--- src/rtl/mul_acc_pkg.sv ---
// mul_acc_pkg: shared defaults and the group-sum add; MUL_ACC_SAT_EN selects saturating adds
package mul_acc_pkg;
   localparam int DATA_W = 8;
   localparam int LEN = 4;
   localparam int CNT_W = LEN > 1 ? $clog2(LEN) : 1;
   function automatic logic [31:0] acc_add(input logic [31:0] a, input logic [31:0] b, input int unsigned w);
      logic [32:0] s;
      logic [31:0] m;
      s = {1'b0, a} + {1'b0, b};
      m = 32'((33'd1 << w) - 33'd1);
`ifdef MUL_ACC_SAT_EN
      return s > {1'b0, m} ? m : s[31:0];
`else
      return s[31:0] & m;
`endif
   endfunction
endpackage

--- src/rtl/mul_acc_add.sv ---
// mul_acc_add: W-bit accumulator adder, wrapping or saturating under MUL_ACC_SAT_EN
module mul_acc_add
   import mul_acc_pkg::*;
#(
   parameter int W = 12
) (
   input  logic [W-1:0] a_i,
   input  logic [W-1:0] b_i,
   output logic [W-1:0] s_o
);
   logic [31:0] s;
   assign s = acc_add(32'(a_i), 32'(b_i), W);
   assign s_o = s[W-1:0];
endmodule

--- src/rtl/mul_acc.sv ---
// mul_acc: sums LEN accepted products into one result on a valid/ready output register; MUL_ACC_SAT_EN saturates
module mul_acc
   import mul_acc_pkg::*;
#(
   parameter int DATA_W = mul_acc_pkg::DATA_W,
   parameter int LEN = mul_acc_pkg::LEN,
   parameter int ACC_W = 12
) (
   input  logic              clk,
   input  logic              rst,
   input  logic              acc_clr,
   input  logic [DATA_W-1:0] in_data,
   input  logic              in_valid,
   output logic              in_ready,
   output logic [ACC_W-1:0]  out_data,
   output logic              out_valid,
   input  logic              out_ready
);
   localparam int CW = LEN > 1 ? $clog2(LEN) : 1;
   logic [CW-1:0] cnt_q, cnt_d;
   logic [ACC_W-1:0] acc_q, acc_d, out_data_q, out_data_d, sum;
   logic out_valid_q, out_valid_d, accept, last;
   // first beat of a group adds onto zero so the stale accumulator never leaks in
   mul_acc_add #(.W(ACC_W)) u_add (
      .a_i(cnt_q == '0 ? '0 : acc_q),
      .b_i(ACC_W'(in_data)),
      .s_o(sum)
   );
   assign in_ready = !rst && !acc_clr && (!out_valid_q || out_ready);
   assign accept = in_valid && in_ready;
   assign last = cnt_q == CW'(LEN - 1);
   assign out_data = out_data_q;
   assign out_valid = out_valid_q;
   always_comb begin
      cnt_d = acc_clr ? '0 : accept ? (last ? '0 : cnt_q + 1'b1) : cnt_q;
      acc_d = acc_clr ? '0 : accept ? sum : acc_q;
      out_valid_d = (accept && last) || (out_valid_q && !out_ready);
      out_data_d = accept && last ? sum : out_data_q;
   end
   always_ff @(posedge clk) begin
      if (rst) begin
         cnt_q <= '0;
         acc_q <= '0;
         out_valid_q <= 1'b0;
         out_data_q <= '0;
      end else begin
         cnt_q <= cnt_d;
         acc_q <= acc_d;
         out_valid_q <= out_valid_d;
         out_data_q <= out_data_d;
      end
   end
endmodule

--- config.mk ---
export PLATFORM = sky130hd
export DESIGN_NAME = mul_acc
export DESIGN_NICKNAME = d
export VERILOG_FILES = /design/src/rtl/mul_acc_pkg.sv /design/src/rtl/mul_acc_add.sv /design/src/rtl/mul_acc.sv
export SDC_FILE = /design/constraint.sdc
export NUM_CORES = 1
export LEC_CHECK = 0
export ABC_AREA = 1
export CAP_MARGIN = 40
export CORE_AREA = 3 3 76 78
export DETAILED_ROUTE_END_ITERATION = 12
export DIE_AREA = 0 0 79 81
export PLACE_DENSITY = 0.65
export SYNTH_ARGS = -nofsm -noshare
export SYNTH_HDL_FRONTEND = slang
export SYNTH_HIERARCHICAL = 1
export SYNTH_SLANG_ARGS = --single-unit
--- constraint.sdc ---
create_clock -name clk -period 3.2 [get_ports clk]
set_input_delay 0.64 -clock clk [delete_from_list [all_inputs] [get_ports clk]]
set_output_delay 0.64 -clock clk [all_outputs]
set_load 0.02 [all_outputs]
## Yosys cells after proc, flatten, opt, wreduce, memory -nomap -nowiden

Cells that the tools add are included.

| operators by class | value |
|---|---|
| add/sub/neg operators | 2 |
| eq/ne operators | 1 |
| multiplexer cells | 2 |
| reductions and logical operators | 13 |

Operator list:

| kind | count |
|---|---|
| adder 12 x 8 -> 12 bit | 1 |
| two-way mux 12 bit | 1 |
| logical AND 1 bit | 5 |
| zero test 1 bit | 4 |
| adder 2 x 1 -> 2 bit (second input constant) | 1 |
| == test 2 bit (second input constant) | 1 |
| zero test 2 bit | 1 |
| logical OR 1 bit | 2 |
| two-way mux 2 bit | 1 |
| OR reduction 2 bit | 1 |

| word-level totals | value |
|---|---|
| register bits after elaboration | 27 |
| input bits | 13 |
| output and inout bits | 14 |
| logic and storage cells | 22 |

## Longest topological paths before layout

| depth | value |
|---|---|
| depth in word-level cells | 6 |
| mapped depth | 17 |
| gate-level depth less buffers | 16 |

## Cells and area by module

The synthesis kept the hierarchy.

Modules (own cells, without submodules):

| module | instances | cells each | area each (sq um) | seq. area each (sq um) |
|---|---|---|---|---|
| mul_acc | 1 | 167 | 1,178.6 | 540.5 |
| mul_acc_add | 1 | 119 | 634.4 | 0.0 |

## Worst setup path after synthesis

No wires, ideal clock.

| timing path | value |
|---|---|
| path kind | reg2reg |
| from | register cnt_q[0] |
| to | register out_data_q[8], in the netlist out_data[8] |
| arrival time | 2.138 ns |
| path slack | 0.949 ns |
| stages on the path, launching flop included | 17 |
| period minus slack after synthesis | 2.251 ns |
| path through | dfxtp_1 -> inv_1 -> ha_1 -> clkbuf_1 -> nor2_1 -> ha_1 -> fa_1 -> nand2_1 -> nand3_1 -> nand3_1 -> nand2_1 -> nand2_1 -> nand2_1 -> inv_1 -> nand3_1 -> nand2_1 -> nor2_1 |

| on the way | value |
|---|---|
| cells in the longest elaborated chain, start to end | 3 |
| elaborated cells on any way between the ends | 5 |
| those cells by class | 1 x add/sub; 1 x eq/ne; 1 x mux; 2 x reduce/logical |

Ends and longest elaborated chain:

| element | line | RTL |
|---|---|---|
| start: declaration | mul_acc.sv:20 | `logic [CW-1:0] cnt_q, cnt_d;` |
| start signal: assignment | mul_acc.sv:47 | `cnt_q <= cnt_d;` |
| zero test 2 bit | mul_acc.sv:25 | `.a_i(cnt_q == '0 ? '0 : acc_q),` |
| two-way mux 12 bit | mul_acc.sv:25 |  |
| adder 12 x 8 -> 12 bit | mul_acc_pkg.sv:9 | `s = {1'b0, a} + {1'b0, b};` |
| net sum[8] | mul_acc.sv:21 | `logic [ACC_W-1:0] acc_q, acc_d, out_data_q, out_data_d, sum;` |
| end signal: assignment | mul_acc.sv:50 | `out_data_q <= out_data_d;` |
| end: declaration | mul_acc.sv:21 |  |

The timed path passes the listed nets, and every way through them passes these cells.
A chain may end at the register's enable or synchronous reset.

## Worst setup path after layout

| timing path | value |
|---|---|
| from | input port out_ready |
| to | output port in_ready |

| on the way | value |
|---|---|
| cells in the longest elaborated chain, start to end | 2 |

Ends and longest elaborated chain:

| element | line | RTL |
|---|---|---|
| start: declaration | mul_acc.sv:17 | `input logic out_ready` |
| logical OR 1 bit | mul_acc.sv:29 | `assign in_ready = !rst && !acc_clr && (!out_valid_q \|\| out_ready);` |
| logical AND 1 bit | mul_acc.sv:29 |  |
| end: declaration | mul_acc.sv:14 | `output logic in_ready,` |

Every way passes these cells.

==> reports/qor.yml <==
drt:
  ant_nets: 0
  vias_per_cell: 4.49
  wl_per_cell_um: 10.3
  drt_first_pass_iters: 5
  drt-initial-drc-count: 69
  num_vias: 1717
  drc: 0
  drt-total-wl_mm: 3.95
critical_path:
  critPathArrivalTime_ns: 2.05
  worstSetupStartpointType: "input pin"
  worstPathMaxFanout: 3
  crit_required_ns: 2.56
  reg2reg_slack_ns: 0.66
  regToRegEndpoint: "out_data[8]"
  reg2regPathDepth: 15
  r2r-start: "cnt_q[0]"
  endpoint_kind: "output port"
  critical_path_class: "input pin to output port"
yosys:
  syn_area_um2: 1810
  ys_ff_latch: 27
  synth_commonest_cells: "66 x nand2_1, 53 x inv_1, 44 x nor2_1"
  synthCells: 286
  synth_top_area_share: 0.298
  ys_warn_count: 6
  yosysMostFrequentCell: "nand2_1"
  synth_edf_count: 0
  syn-mean-instance-area_um2: 6.34
  ys_top_cells_by_area: "dfxtp_1 30%, nand2_1 14%, inv_1 11%, nand3_1 9.9%, nor2_1 9.1%"
  synth_flop_cell: "dfxtp_1"
  seq_area_frac_synth: 0.298
  synth_cell_types: 23
  ys_async_sr_fraction: 0
  yosysTopAreaCell: "dfxtp_1"
clock_tree:
  post_cts_resized: 0
  path_clk_slew_ns: 0.09
  h-tree-depth: 1
  cts_root_buf: "clkbuf_8"
  clkLatencyLatePin_ns: 0.27
  cts_made_buffers: 3
  post-cts-setup-buffers: 0
  tritoncts: "done"
  clock_sinks: 27
  holdBufCountCts: 0
  clockBufferDepth: 2
global_routing:
  grt_first_pass_wirelength_mm: 6.66
  grt_max_degree: 28
  gr-usage-all-layers: 0.128
  antenna_found_initial: 0
  overflow: 0
  grt_pass1_vias: 1557
sta:
  finClkSkew_ns: 0.00238
  finalSetupTns_ns: 0
  period_needed_ns: 2.69
  hold-worst-slack_ns: 0.481
  drv_slew: 0
  finalCritPeriodShare: 0.841
  rsz0062_at_grt: "false"
  hold_viol: 0
  setup_viol_count_final: 0
  max_freq_mhz: 371
power:
  total_power_w: 0.000622
  worst_ir_drop_vdd_mv: 0.153
  p_leak_nw: 1.05
  powerDensity_nw_per_um2: 285
floorplan:
  dieArea_um2: 6400
  die_x_um: 79
  fp.coreArea_um2: 5140
  rows: 26
  dieHeight_um: 81
  start_util: 0.353
  ios: 27
placed_design:
  postPlaceCellArea_um2: 2140
  portBuffers: 26
  post-dp-hpwl_mm: 3.12
  gp_congestion: 0.889
cells_and_area:
  final_layout_size_suffix_gt1_frac: 0.0385
  diodes: 0
  nets: 340
  finalInstanceArea_um2: 2190
  area.growth.synth_to_final_pct: 20.6
min_path:
  hold_end: "acc_q[2]"
  whs_path_depth: 2
  hp-class: "register to register"
  worstHoldStart: "acc_q[2]"
status:
  outcome: "completed"
run:
  maxCapViolCount: 0
where the power goes:
part / switching, W / leakage [nW] / internal (W)
clock: 0.0000996 / 0.0228 / 0.0000890
sequential: 0.00000310 / 0.219 / 0.000342
combinational: 0.0000524 / 0.814 / 0.0000361
routing by layer:
metal | global-route usage | wire [um] | up-vias | part of all wire
met3 | 0.0266 | 152 | 2 | 0.039
met2 | 0.228 | 1840 | 28 | 0.47
met1 | 0.162 | 1940 | 760 | 0.49
met4 | 0.0206 | 14 | 0 | 0.0035
met5 | 0 | 0 | - | 0
li1 | - | - | 927 | -
worst max-delay path by stage:
stage / startpoint / end / slack (ns) / depth (start not counted)
2_1_floorplan: cnt_q[0] / out_data[8] / 0.95 / 16
3_3_place_gp: out_ready / in_ready / 0.53 / 6
3_5_place_dp: out_ready / in_ready / 0.50 / 6
4_1_cts: out_ready / in_ready / 0.50 / 6
5_1_grt: cnt_q[0] / out_data[8] / 0.42 / 15
6_report: out_ready / in_ready / 0.51 / 6
state kept, by name, indices dropped and copies added, names as in the netlist:
| name | count |
|---|---|
| cnt_q | 2 |
| acc_q | 12 |
| out_data | 12 |
| out_valid | 1 |
critical path, stage by stage:
cell and delay, ns:
clkdlybuf4s50_1 0.46, inv_1 0.04, nand2_1 0.13, nand2_1 0.12, inv_1 0.07, clkdlybuf4s50_1 0.59
kinds of logic after synthesis:
logic type      after synthesis  synth area share
simple gates                157             0.382
buf+inv                      61             0.131
flops                        27             0.298
compound gates               19            0.0524
fa+ha+maj                    14             0.101
xor+xnor                      7            0.0338
other cells                   1           0.00207
cell type report:
cell class                 count  area (um^2)
multi-input combinational    201         1050
sequential                    27          541
fill                         584         2950
inverter                      53          199
clock buffer                   4         45.0
tap                           70         87.6
timing repair buffer          27          268
placed cells by master (no fill, tap or decap), drive strengths merged:
master and n:
nor2 49, nand2 66, clkdlybuf4s50 26, xnor2 1, nand3 38, a21oi 6, nand4 3, clkbuf 4
buf 1, or2 1, o21ai 13, xor2 6, fa 1, dfxtp 27, conb 4, inv 53
ha 13
stage by stage:
stage / std cells / util / worst slack [ns]
after floorplan: 289 / - / 0.949
after global placement: 378 / 0.417 / 0.531
after detailed placement: 378 / 0.417 / 0.500
after CTS: 382 / 0.425 / 0.496
after global routing: 382 / 0.425 / 0.421
final: 382 / 0.425 / 0.508
No activity file was read; power rests on OpenSTA's default activity.
